### src/rtl/dmem_port_arbiter_pkg.sv
// Shared types and constants for the data-memory port arbiter.
package dmem_pkg;

  localparam int DMEM_DEPTH  = 256;
  localparam int DMEM_DATA_W = 32;
  localparam int DMEM_ADDR_W = 32;

  localparam logic REQ_CORE = 1'b0;
  localparam logic REQ_DMA  = 1'b1;

  typedef enum logic [1:0] {
    IDLE,
    ISSUE,
    RESP
  } state_e;

  typedef struct packed {
    logic                   we;
    logic [DMEM_ADDR_W-1:0] addr;
    logic [DMEM_DATA_W-1:0] wdata;
  } dmem_req_t;

endpackage

### src/rtl/dmem_port_arbiter_if.sv
// One requester's command/response channel into the data-memory arbiter.
interface dmem_port_arbiter_if #(
  parameter int DATA_W = 32,
  parameter int ADDR_W = 32
);
  logic              valid;
  logic              we;
  logic [ADDR_W-1:0] addr;
  logic [DATA_W-1:0] wdata;
  logic              ready;
  logic              rsp_valid;
  logic [DATA_W-1:0] rsp_rdata;
  logic              rsp_err;

  modport master (
    output valid, we, addr, wdata,
    input  ready, rsp_valid, rsp_rdata, rsp_err
  );

  modport slave (
    input  valid, we, addr, wdata,
    output ready, rsp_valid, rsp_rdata, rsp_err
  );
endinterface

### src/rtl/dmem_port_arbiter_rr_arbiter2.sv
// Two-way round-robin grant: on a tie the requester that did not win last time goes.
module rr_arbiter2
  import dmem_pkg::*;
(
  input  logic [1:0] valid,
  input  logic       last_grant,
  output logic       gnt_valid,
  output logic       gnt_id
);

  always_comb begin
    gnt_valid = |valid;
    gnt_id    = REQ_CORE;
    if (&valid) begin
      gnt_id = ~last_grant;
    end else if (valid[1]) begin
      gnt_id = REQ_DMA;
    end
  end

endmodule

### src/rtl/dmem_port_arbiter.sv
// Arbitrates two requesters onto a single-port synchronous data memory,
// one transaction at a time: accept, issue command, return response.
module dmem_port_arbiter
  import dmem_pkg::*;
#(
  parameter int DATA_W = DMEM_DATA_W,
  parameter int ADDR_W = DMEM_ADDR_W,
  parameter int DEPTH  = DMEM_DEPTH
) (
  input  logic                clk,
  input  logic                rst_n,
  dmem_port_arbiter_if.slave  req0,
  dmem_port_arbiter_if.slave  req1,
  output logic                mem_write_en,
  output logic [ADDR_W-1:0]   mem_address,
  output logic [DATA_W-1:0]   mem_data_in,
  input  logic [DATA_W-1:0]   mem_data_out,
  output logic                busy
);

  state_e    state, state_nxt;
  logic      last_grant;
  logic      gnt_valid, gnt_id;
  logic      accept;
  dmem_req_t sel_req;
  logic      sel_err;
  logic      gnt_p0, we_p0, err_p0;

  function automatic logic addr_err(input logic [ADDR_W-1:0] a);
    return (a[1:0] != 2'b00) || (a[ADDR_W-1:2] >= (ADDR_W-2)'(DEPTH));
  endfunction

  rr_arbiter2 u_arb (
    .valid      ({req1.valid, req0.valid}),
    .last_grant (last_grant),
    .gnt_valid  (gnt_valid),
    .gnt_id     (gnt_id)
  );

  always_comb begin
    sel_req.we    = req0.we;
    sel_req.addr  = req0.addr;
    sel_req.wdata = req0.wdata;
    if (gnt_id == REQ_DMA) begin
      sel_req.we    = req1.we;
      sel_req.addr  = req1.addr;
      sel_req.wdata = req1.wdata;
    end
  end

  assign sel_err = addr_err(sel_req.addr);
  // Readies are combinational, so gate with rst_n to keep them low during reset.
  assign accept  = (state == IDLE) && gnt_valid && rst_n;
  assign busy    = (state != IDLE);

  always_comb begin
    state_nxt  = state;
    req0.ready = 1'b0;
    req1.ready = 1'b0;
    case (state)
      IDLE: begin
        req0.ready = accept && (gnt_id == REQ_CORE);
        req1.ready = accept && (gnt_id == REQ_DMA);
        if (accept) state_nxt = ISSUE;
      end
      ISSUE:   state_nxt = RESP;
      RESP:    state_nxt = IDLE;
      default: state_nxt = IDLE;
    endcase
  end

  always_comb begin
    req0.rsp_valid = 1'b0;
    req1.rsp_valid = 1'b0;
    req0.rsp_rdata = '0;
    req1.rsp_rdata = '0;
    req0.rsp_err   = 1'b0;
    req1.rsp_err   = 1'b0;
    if (state == RESP) begin
      if (gnt_p0 == REQ_DMA) begin
        req1.rsp_valid = 1'b1;
        req1.rsp_rdata = (!we_p0 && !err_p0) ? mem_data_out : '0;
        req1.rsp_err   = err_p0;
      end else begin
        req0.rsp_valid = 1'b1;
        req0.rsp_rdata = (!we_p0 && !err_p0) ? mem_data_out : '0;
        req0.rsp_err   = err_p0;
      end
    end
  end

  // Handshake -> ISSUE: the memory command registers double as the address/data latch.
  always_ff @(posedge clk or negedge rst_n) begin
    if (!rst_n) begin
      state        <= IDLE;
      last_grant   <= REQ_DMA;
      gnt_p0       <= REQ_CORE;
      we_p0        <= 1'b0;
      err_p0       <= 1'b0;
      mem_write_en <= 1'b0;
      mem_address  <= '0;
      mem_data_in  <= '0;
    end else begin
      state        <= state_nxt;
      mem_write_en <= 1'b0;
      if (accept) begin
        gnt_p0       <= gnt_id;
        last_grant   <= gnt_id;
        we_p0        <= sel_req.we;
        err_p0       <= sel_err;
        mem_address  <= sel_req.addr;
        mem_data_in  <= sel_req.wdata;
        mem_write_en <= sel_req.we && !sel_err;
      end
    end
  end

endmodule

### src/flat_wrapper.sv
// flat-port wrapper written by rule: the top's interface ports become plain ports
module dmem_port_arbiter_flat import dmem_pkg::*;
#(
  parameter int DATA_W = DMEM_DATA_W,
  parameter int ADDR_W = DMEM_ADDR_W,
  parameter int DEPTH  = DMEM_DEPTH
)
  (clk, rst_n, mem_write_en, mem_address, mem_data_in, mem_data_out, busy, req0_valid, req0_we, req0_addr, req0_wdata, req0_ready, req0_rsp_valid, req0_rsp_rdata, req0_rsp_err, req1_valid, req1_we, req1_addr, req1_wdata, req1_ready, req1_rsp_valid, req1_rsp_rdata, req1_rsp_err);
  dmem_port_arbiter_if #(.DATA_W(DATA_W), .ADDR_W(ADDR_W)) req0_i ();
  dmem_port_arbiter_if #(.DATA_W(DATA_W), .ADDR_W(ADDR_W)) req1_i ();
  input  logic clk;
  input  logic rst_n;
  output logic mem_write_en;
  output logic [ADDR_W-1:0] mem_address;
  output logic [DATA_W-1:0] mem_data_in;
  input  logic [DATA_W-1:0] mem_data_out;
  output logic busy;
  input wire logic [$bits(req0_i.valid)-1:0] req0_valid;
  input wire logic [$bits(req0_i.we)-1:0] req0_we;
  input wire logic [$bits(req0_i.addr)-1:0] req0_addr;
  input wire logic [$bits(req0_i.wdata)-1:0] req0_wdata;
  output wire logic [$bits(req0_i.ready)-1:0] req0_ready;
  output wire logic [$bits(req0_i.rsp_valid)-1:0] req0_rsp_valid;
  output wire logic [$bits(req0_i.rsp_rdata)-1:0] req0_rsp_rdata;
  output wire logic [$bits(req0_i.rsp_err)-1:0] req0_rsp_err;
  input wire logic [$bits(req1_i.valid)-1:0] req1_valid;
  input wire logic [$bits(req1_i.we)-1:0] req1_we;
  input wire logic [$bits(req1_i.addr)-1:0] req1_addr;
  input wire logic [$bits(req1_i.wdata)-1:0] req1_wdata;
  output wire logic [$bits(req1_i.ready)-1:0] req1_ready;
  output wire logic [$bits(req1_i.rsp_valid)-1:0] req1_rsp_valid;
  output wire logic [$bits(req1_i.rsp_rdata)-1:0] req1_rsp_rdata;
  output wire logic [$bits(req1_i.rsp_err)-1:0] req1_rsp_err;
  assign req0_i.valid = req0_valid;
  assign req0_i.we = req0_we;
  assign req0_i.addr = req0_addr;
  assign req0_i.wdata = req0_wdata;
  assign req0_ready = req0_i.ready;
  assign req0_rsp_valid = req0_i.rsp_valid;
  assign req0_rsp_rdata = req0_i.rsp_rdata;
  assign req0_rsp_err = req0_i.rsp_err;
  assign req1_i.valid = req1_valid;
  assign req1_i.we = req1_we;
  assign req1_i.addr = req1_addr;
  assign req1_i.wdata = req1_wdata;
  assign req1_ready = req1_i.ready;
  assign req1_rsp_valid = req1_i.rsp_valid;
  assign req1_rsp_rdata = req1_i.rsp_rdata;
  assign req1_rsp_err = req1_i.rsp_err;
  dmem_port_arbiter #(.DATA_W(DATA_W), .ADDR_W(ADDR_W), .DEPTH(DEPTH)) u_core (.clk(clk), .rst_n(rst_n), .req0(req0_i), .req1(req1_i), .mem_write_en(mem_write_en), .mem_address(mem_address), .mem_data_in(mem_data_in), .mem_data_out(mem_data_out), .busy(busy));
endmodule
### config.mk
export PLATFORM = sky130hd
export DESIGN_NAME = dmem_port_arbiter_flat
export DESIGN_NICKNAME = d
export VERILOG_FILES = /design/src/rtl/dmem_port_arbiter_pkg.sv /design/src/rtl/dmem_port_arbiter_if.sv /design/src/rtl/dmem_port_arbiter_rr_arbiter2.sv /design/src/rtl/dmem_port_arbiter.sv /design/src/flat_wrapper.sv
export SDC_FILE = /design/constraint.sdc
export NUM_CORES = 1
export LEC_CHECK = 0
export ABC_AREA = 1
export BUFFER_PORTS_ARGS = -buffer_cell sky130_fd_sc_hd__buf_4
export CELL_PAD_IN_SITES_DETAIL_PLACEMENT = 1
export CELL_PAD_IN_SITES_GLOBAL_PLACEMENT = 1
export CORE_MARGIN = 5
export CORE_UTILIZATION = 25
export CTS_CLUSTER_DIAMETER = 100
export DETAILED_ROUTE_END_ITERATION = 10
export PLACE_DENSITY = 0.87
export SYNTH_ARGS = -nofsm -noshare
export SYNTH_HDL_FRONTEND = slang
export SYNTH_HIERARCHICAL = 1
export SYNTH_SLANG_ARGS = --single-unit
### constraint.sdc
create_clock -name clk -period 2 [get_ports clk]
set_input_delay 0.4 -clock clk [delete_from_list [all_inputs] [get_ports clk]]
set_output_delay 0.4 -clock clk [all_outputs]
set_load 0.05 [all_outputs]
==> flow_metrics.py, run 1 <==
metrics = {
    "run_status": {
        "outcome": "finished with violations",
        "violations": "setup timing",
    },
    "critical_path": {
        "path_class": "reg2out",
        "timing.rr.start": "u_core/last_grant$_DFFE_PN1P_",
        "cp.required_ps": 1600,
        "cp.arrival_ps": 1640,
        "crit_start": "u_core/state[1]$_DFFE_PN0P_",
        "worstPathMaxFanout": 7,
        "reg2reg_depth": 10,
        "end_kind": "output pin",
        "r2r_end": "u_core/err_p0$_DFFE_PN0P_",
        "r2r_slack_ps": 170,
        "cp-start-kind": "register",
    },
    "sta": {
        "skew_ps": 8.35,
        "slew_viol_final": 0,
        "worstMarginPinSlew_ps": 539,
        "period_minus_slack_ps": 2040,
        "slew_headroom_pct": 64.0,
        "fin_crit_sh_pct": 102,
        "setup_ws_ps": -38.3,
        "clock.fmax_mhz": 491,
        "setup_viol": 39,
        "grt_setup_unrepaired": "true",
        "hold_violations": 0,
        "fin_hold_ws_ps": 183,
    },
    "clock_network": {
        "clockBufferDepth": 2,
        "htree_levels": 3,
        "clkTransAtPathRegs_ps": 60,
        "cts_hold_buffers": 0,
        "clock_latency_ps": 330,
        "numClockSinks": 71,
        "cts_made_buffers": 9,
        "cts_root_buf": "clkbuf_16",
        "cts_tree": "built",
    },
    "floorplan": {
        "fp.dieW_um": 133,
        "die_h_um": 133,
        "initial_utilization_pct": 25.2,
        "die_area_um2": 17700,
        "core_area_um2": 15000,
        "ios": 302,
        "rows": 45,
    },
    "power_and_ir_drop": {
        "power.density_nw_per_um2": 1000,
        "p_leak_nw": 3.61,
        "peakVddDrop_uv": 514,
    },
    "route": {
        "wl_per_cell_um": 18.0,
        "dr.pass1.iters": 4,
        "routed_wl_mm": 18.7,
        "antenna_left": 0,
        "num_vias": 4850,
        "drc": 0,
        "viasPerCell": 4.66,
        "drt_iter0_drc": 151,
    },
    "global_routing": {
        "grt_pass1_vias": 5129,
        "met1_usage_pct": 22.2,
        "grtUsageMet2_pct": 37.4,
        "antenna_found_initial": 0,
        "groute.usage.overall_pct": 19.6,
        "grt-busiest-layer": "met2",
        "use_met3_pct": 3.54,
        "gr-total-overflow": 0,
        "grt_first_pass_wirelength_mm": 27.8,
        "grt_max_degree": 67,
    },
    "final_layout": {
        "fin_nets": 1013,
        "n_antenna_cell": 0,
        "drive_gt1_share_pct": 52.1,
        "stdcell_count": 1040,
        "postLayoutCellArea_um2": 7530,
        "area_growth_pct": 99.4,
    },
    "logic_synthesis": {
        "ys_ff_latch": 71,
        "yosysSeqAreaShare_pct": 47.1,
        "avgSynthCellArea_um2": 7.04,
        "synth.distinct_cells": 21,
        "ys.flop_type": "dfrtp_1",
        "synth_nets": 702,
        "synth_top_area_share_pct": 46.4,
        "synth_area_leaders": "dfrtp_1, nand2_1, nor2_1",
        "synth_largest_area_cell": "dfrtp_1",
        "syn-cell-area_um2": 3770,
        "synth_most_common_cell": "nand2_1",
        "synth_common_cells": "nand2_1, nor2_1, dfrtp_1, nand3_1, a31oi_1",
        "synthCells": 536,
        "async_reset_ff_share_pct": 100,
        "synth_edf_count": 0,
        "yosys_warnings": 6,
    },
    "placed_design": {
        "place_congestion": 0.809,
        "dpl.cell_count": 1012,
        "placed_area_um2": 6770,
        "hpwlAfterDp_mm": 14.2,
        "port_buffers": 301,
    },
    "job": {
        "drv_cap": 0,
    },
    "min_path": {
        "hp-class": "in2async",
    },
}
## cell families (layout without fill, tap and decap cells)
| kind of cell | count (synthesis) | count (layout) | synth area share (%) |
|---|---|---|---|
| flops | 71 | 71 | 47.1 |
| compound gates | 35 | 35 | 5.77 |
| simple gates | 386 | 386 | 40.8 |
| buf+inv | 44 | 360 | 6.30 |
## worst max path at each step
stage	end	slack, ps	cells past startpoint
floorplan	req1_rsp_err	-60	5
global placement	req0_ready	150	5
detailed placement	u_core/err_p0$_DFFE_PN0P_	100	12
CTS	req1_rsp_rdata[25]	-20	5
global route	req0_rsp_rdata[2]	-120	8
finish	req0_rsp_rdata[29]	-40	8
## where the power goes
part           total, mW  switching [mW]  internal [mW]
Combinational       3.72            2.55           1.18
Sequential          2.05           0.237           1.81
Clock               1.77           0.615           1.16
## repair_timing
item / 4_1_cts / 5_1_grt
pin swaps: 2 / 2
hold endpoints to repair: 0 / 0
buffers inserted: 5 / 5
resized for setup: 43 / 44
setup endpoints to repair: 67 / 68
cloned: 2 / 0
## stage by stage
step	TNS (ps)	util, %	setup slack, ps	total power, mW
final	-438	50.3	-38.3	7.55
after global routing	-6030	50.3	-123	7.91
after CTS	-160	48.9	-24.7	7.56
after detailed placement	0	45.2	102	5.68
after global placement	0	45.2	150	5.61
after floorplan	-359	-	-56.9	4.35
## layout make-up
type,count,area (um^2)
clock inverters,5,80.1
inverters,11,56.3
well taps,188,235
fillers,1769,7450
multi-input cells,421,2290
repair buffers,333,2830
flip-flops and latches,71,1780
clock buffers,11,253
## flip-flops by register name (all words and copies together) (netlist names)
register             flops
u_core/mem_address      32
u_core/mem_data_in      32
u_core/state             2
u_core/err_p0            1
u_core/gnt_p0            1
u_core/last_grant        1
u_core/mem_write_en      1
u_core/we_p0             1
## critical path, cell delays in order (launching register included)
cell and delay [ps]:
dfrtp_1 360, inv_2 80, nor2_4 90, inv_2 70, nor2_4 160, inv_6 90
buf_12 160, nor2_4 90, buf_4 210
## placed cells by master, fill, tap and decap left out, drive strengths merged, types with 2 or more instances in the layout
cell,Yosys,layout
inv,11,11
nand3,33,33
clkinvlp,0,2
bufinv,0,2
a31oi,32,32
a21oi,2,2
buf,30,333
clkbuf,3,11
nand2,230,230
nor2,121,121
dfrtp,70,70
## metal layers
metal	vias up	wire length, um
met5	-	0
met4	0	257
met3	19	941
met2	182	10500
met1	2343	6990
li1	2306	-
(Power assumes the default switching activity.)
==> run 2, diff against run 1 <==
ABC_AREA = default   (was 1)
PLACE_DENSITY = 0.85   (was 0.87)
clock period = 1.6 ns   (was 2 ns; I/O delays follow)
==> flow_metrics.py, run 2 <==
metrics = {
    "run_status": {
        "outcome": "finished with violations",
        "violations": "setup timing",
    },
    "final_layout": {
        "final_cell_mix": "buf_4, nand2_1, dfrtp_1",
        "drive_gt1_share_pct": 58.7,
        "fin_nets": 873,
        "top_regs": "u_core/mem_address: 32 flops, u_core/mem_data_in: 32 flops, u_core/state: 2 flops",
        "layout_commonest_cell": "buf_4",
        "area_growth_pct": 90.4,
        "seqCellArea_um2": 1780,
        "multiInputGateArea_um2": 2060,
        "postLayoutCoreUtil_pct": 48.4,
        "stdcell_count": 900,
        "postLayoutCellArea_um2": 7330,
        "n_antenna_cell": 0,
        "fill_cells": 1672,
    },
    "clock_network": {
        "cts_made_buffers": 9,
        "htree_levels": 3,
        "cts_root_buf": "clkbuf_16",
        "numClockSinks": 71,
        "cts_tree": "built",
        "clkTransAtPathRegs_ps": 60,
        "clockBufferDepth": 2,
        "cts_hold_buffers": 0,
        "clock_latency_ps": 330,
    },
    "global_routing": {
        "grt_first_pass_wirelength_mm": 26.8,
        "use_met3_pct": 6.64,
        "gr-total-overflow": 0,
        "grtUsageMet2_pct": 35.9,
        "met1_usage_pct": 19.8,
        "grt_pass1_vias": 4752,
        "groute.usage.overall_pct": 19.2,
        "antenna_found_initial": 0,
        "grt_max_degree": 72,
        "grt-busiest-layer": "met2",
    },
    "critical_path": {
        "cp-start-kind": "register",
        "cp.required_ps": 1280,
        "path_class": "reg2out",
        "r2r_end": "u_core/mem_write_en$_DFF_PN0_",
        "r2r_slack_ps": 40,
        "cp.arrival_ps": 1660,
        "end_kind": "output pin",
        "worstPathMaxFanout": 4,
        "timing.rr.start": "u_core/last_grant$_DFFE_PN1P_",
        "reg2reg_depth": 6,
        "crit_end": "req0_rsp_rdata[27]",
        "crit_start": "u_core/state[0]$_DFFE_PN0P_",
    },
    "sta": {
        "grt_setup_unrepaired": "true",
        "skew_ps": 3.46,
        "clock.fmax_mhz": 505,
        "tns_ps": -21960,
        "worstMarginPinSlew_ps": 947,
        "hold_violations": 0,
        "setup_viol": 70,
        "period_minus_slack_ps": 1980,
        "fin_crit_sh_pct": 124,
        "setup_ws_ps": -379,
        "fin_hold_ws_ps": 273,
        "slew_headroom_pct": 36.9,
        "slew_viol_final": 0,
    },
    "logic_synthesis": {
        "synth_common_cells": "dfrtp_1, nand2_1, mux2i_1, and3_1, o21ai_0",
        "synth_nets": 572,
        "synth_edf_count": 0,
        "yosysSeqAreaShare_pct": 46.2,
        "ys.flop_type": "dfrtp_1",
        "synth.distinct_cells": 29,
        "avgSynthCellArea_um2": 9.49,
        "ys_ff_latch": 71,
        "async_reset_ff_share_pct": 100,
        "synth_largest_area_cell": "dfrtp_1",
        "syn-cell-area_um2": 3850,
        "synthCells": 406,
        "synth_area_leaders": "dfrtp_1, mux2i_1, and3_1",
        "synth_top_area_share_pct": 45.5,
        "yosys_warnings": 6,
    },
    "min_path": {
        "hp-start": "req0_wdata[2]",
        "hp-class": "in2reg",
        "whs_path_depth": 3,
    },
    "job": {
        "drv_cap": 0,
    },
    "floorplan": {
        "core_area_um2": 15100,
        "initial_utilization_pct": 25.4,
        "ios": 302,
        "die_area_um2": 18000,
        "rows": 45,
        "die_h_um": 134,
        "fp.dieW_um": 134,
    },
    "power_and_ir_drop": {
        "p_leak_nw": 3.82,
        "sw_frac_of_total_pct": 43.5,
        "p_sw_mw": 3.73,
        "p_total_mw": 8.58,
        "p_int_mw": 4.85,
        "power.density_nw_per_um2": 1170,
        "peakVddDrop_uv": 563,
        "p_seq_share_pct": 29.3,
        "pwr-share-comb_pct": 48.0,
        "power_frac_clock_pct": 22.7,
    },
    "route": {
        "routed_wl_mm": 18.4,
        "num_vias": 4355,
        "viasPerCell": 4.84,
        "dr.pass1.iters": 4,
        "antenna_left": 0,
        "drc": 0,
        "drt_iter0_drc": 99,
        "wl_per_cell_um": 20.4,
    },
    "placed_design": {
        "port_buffers": 301,
        "place_ws_ps": -296,
        "placed_area_um2": 6550,
        "hpwlAfterDp_mm": 14.3,
        "dpl.cell_count": 878,
        "place_congestion": 0.894,
    },
}
==> run 2: changes by cell type in the layout (fill, tap and decap cells not counted), moves of 13 or more <==
cell,change
nand3_1,-31
buf_6,+14
buf_8,+13
mux2i_1,+65
o21ai_0,+59
and3_2,+47
and3_4,+13
a31oi_1,-32
nand2_1,-149
nor2_1,-45
nor2_4,-64
buf_4,-38
==> run 2: kinds of logic (layout without fill, tap and decap cells) <==
| family | count (synthesis) | count (layout) | share of synthesized area [%] |
|---|---|---|---|
| simple gates | 164 | 164 | 22.2 |
| compound gates | 68 | 68 | 9.00 |
| mux | 65 | 65 | 16.9 |
| buf+inv | 38 | 344 | 5.75 |
| flops | 71 | 71 | 46.2 |
==> run 2: layout make-up <==
| cell class | count | area share, % |
|---|---|---|
| clock buffer | 13 | 3.82 |
| clock inverter | 3 | 0.205 |
| inverter | 3 | 0.205 |
| multi-input combinational | 297 | 28.1 |
| sequential | 71 | 24.3 |
| tap | 188 | 3.21 |
| timing repair buffer | 325 | 40.2 |
==> run 2: worst max-delay path, cell delays in order, from the launching register on <==
cell and delay, ps:
dfrtp_2 430, nor3b_4 210, buf_4 170, buf_6 130, and3_2 210, buf_6 160
==> run 2: layer usage <==
layer / vias up / part of all wire (%)
li1: 2025 / -
met3: 28 / 8.6
met4: 0 / 3.1
met1: 2086 / 35
met2: 216 / 53
met5: - / 0
==> run 2: power by group through the flow <==
stage / clock network, mW / registers, mW / logic, mW
floorplan: 0 / 3.96 / 1.02
global placement: 0 / 2.51 / 3.94
detailed placement: 0 / 2.54 / 4.03
CTS: 2.01 / 2.52 / 4.08
global route: 2.11 / 2.57 / 4.33
finish: 1.95 / 2.51 / 4.11
==> run 2: worst min-delay path by stage <==
stage / to
floorplan: u_core/err_p0$_DFFE_PN0P_
global placement: u_core/mem_data_in[13]$_DFFE_PN0P_
detailed placement: u_core/mem_data_in[31]$_DFFE_PN0P_
CTS: u_core/mem_data_in[2]$_DFFE_PN0P_
global route: u_core/mem_address[3]$_DFFE_PN0P_
finish: u_core/mem_data_in[2]$_DFFE_PN0P_
==> run 2: timing repair <==
action,CTS,global route
buffers inserted,0,3
gates resized for setup,86,22
gates cloned,0,3
pin swaps,1,6
setup endpoints to repair,72,74
hold endpoints to repair,0,0
==> run 3, diff against run 2 <==
GPL_TIMING_DRIVEN = 0   (was default)
MAX_ROUTING_LAYER = met4   (was default)
REMOVE_ABC_BUFFERS = 1   (was default)
==> flow_metrics.py, run 3 (synthesis results as in run 2) <==
metrics = {
    "floorplan": {
        "die_h_um": 134,
        "initial_utilization_pct": 25.4,
        "die_area_um2": 18000,
        "core_area_um2": 15100,
        "fp.dieW_um": 134,
        "ios": 302,
        "rows": 45,
    },
    "global_routing": {
        "grt_pass1_vias": 5141,
        "antenna_found_initial": 0,
        "gr-total-overflow": 0,
        "groute.usage.overall_pct": 22.3,
        "grt_first_pass_wirelength_mm": 30.0,
        "grt_max_degree": 75,
    },
    "sta": {
        "fin_hold_ws_ps": -8.59,
        "setup_ws_ps": -495,
        "slew_viol_final": 0,
        "grt_setup_unrepaired": "true",
        "hold_violations": 10,
        "slew_headroom_pct": 55.4,
        "worstMarginPinSlew_ps": 668,
        "fin_crit_sh_pct": 131,
        "clock.fmax_mhz": 477,
        "setup_viol": 106,
        "period_minus_slack_ps": 2100,
        "skew_ps": 6.13,
    },
    "placed_design": {
        "dpl.cell_count": 865,
        "place_congestion": 0.766,
        "hpwlAfterDp_mm": 12.7,
        "port_buffers": 301,
    },
    "clock_network": {
        "cts_tree": "built",
        "clockBufferDepth": 2,
        "cts_root_buf": "clkbuf_16",
        "clkTransAtPathRegs_ps": 60,
        "clock_latency_ps": 330,
        "numClockSinks": 71,
        "htree_levels": 3,
        "cts_made_buffers": 9,
    },
    "critical_path": {
        "end_kind": "output pin",
        "cp-start-kind": "register",
        "crit_slowest_cell": "dfrtp_2",
        "cp.required_ps": 1280,
        "worstPathMaxFanout": 7,
        "path_class": "reg2out",
        "crit_top_cell": "buf_6",
        "cp.arrival_ps": 1780,
        "crit_chain": "nor3b_4, buf_6, buf_4, and3_1, buf_6",
        "max_stage_delay_ps": 490,
    },
    "power_and_ir_drop": {
        "p_total_mw": 9.75,
        "p_int_mw": 5.48,
        "pwr-share-comb_pct": 50.6,
        "p_seq_share_pct": 26.6,
        "peakVddDrop_uv": 645,
        "power.density_nw_per_um2": 1160,
        "sw_frac_of_total_pct": 43.8,
        "p_sw_mw": 4.27,
        "power_frac_clock_pct": 22.8,
        "p_leak_nw": 4.18,
    },
    "final_layout": {
        "fin_nets": 920,
        "layout_commonest_cell": "buf_4",
        "stdcell_count": 947,
        "final_cell_mix": "buf_4, dfrtp_1, mux2i_1",
        "top_regs": "u_core/mem_address: 32 flops, u_core/mem_data_in: 32 flops, u_core/state: 2 flops",
        "area_growth_pct": 118,
        "drive_gt1_share_pct": 62.7,
        "n_antenna_cell": 0,
    },
    "route": {
        "antenna_left": 0,
        "viasPerCell": 5.10,
        "drt_iter0_drc": 149,
        "drc": 0,
        "wl_per_cell_um": 24.9,
        "num_vias": 4829,
        "routed_wl_mm": 23.6,
        "dr.pass1.iters": 4,
    },
    "min_path": {
        "hp-class": "in2async",
    },
    "job": {
        "drv_cap": 0,
    },
    "run_status": {
        "outcome": "finished with violations",
        "violations": "hold timing, setup timing",
    },
}
==> run 3: worst paths after layout <==
kind / startpoint / to / slack, ps / depth (start not counted)
max: u_core/state[0]$_DFFE_PN0P_ / req0_rsp_rdata[12] / -500 / 5
max in group asynchronous: rst_n / u_core/gnt_p0$_DFFE_PN0P_ / 1130 / 1
min: rst_n / u_core/mem_data_in[9]$_DFFE_PN0P_ / -9 / 1
min reg2reg: u_core/mem_address[6]$_DFFE_PN0P_ / u_core/mem_address[6]$_DFFE_PN0P_ / 480 / 2
max reg2reg: u_core/state[1]$_DFFE_PN0P_ / u_core/mem_address[18]$_DFFE_PN0P_ / -300 / 11
min in group clk: req0_wdata[13] / u_core/mem_data_in[13]$_DFFE_PN0P_ / 260 / 3
==> run 3: through the flow <==
stage | setup TNS, ps | area, um^2 | setup slack (ps) | utilization, %
global placement | -519300 | 6140 | -6230 | 40.5
floorplan | -353930 | 3640 | -5100 | -
detailed placement | -98170 | 6270 | -1560 | 41.4
CTS | -22260 | 7590 | -351 | 50.1
finish | -37610 | 8380 | -495 | 55.3
global route | -41690 | 8380 | -530 | 55.3
==> run 3: power by group through the flow <==
stage,sequential [mW],combinational (mW),clock [mW]
2_1_floorplan,3.96,0.965,0
3_3_place_gp,2.50,3.88,0
3_5_place_dp,2.55,3.89,0
4_1_cts,2.56,4.39,2.28
5_1_grt,2.64,5.13,2.37
6_report,2.59,4.93,2.23
==> run 3: final cells by class <==
class	instances	area, um^2
repair buffers	361	3600
clock inverters	6	92.6
fillers	1582	6770
well taps	188	235
inverters	3	26.3
multi-input cells	308	2400
flip-flops and latches	71	1780
clock buffers	10	239
==> run 3: critical path, delay by kind of cell (launching register included) <==
family / cells / cell delay (ps)
buffers and inverters: 3 / 470
AND/OR/NAND/NOR: 2 / 480
flip-flops: 1 / 490
==> run 3: metal layers <==
layer	global-route usage [%]	wire length (um)
met1	23.7	9070
met2	39.7	12100
met3	6.15	1780
met4	7.98	613
met5	-	0
==> run 3: what timing repair did <==
| item | CTS | global route |
|---|---|---|
| hold endpoints to repair | 34 | 0 |
| pin swaps | 14 | 24 |
| setup endpoints to repair | 140 | 136 |
| buffers inserted | 26 | 17 |
| resized for setup | 146 | 158 |
| gates cloned | 13 | 13 |
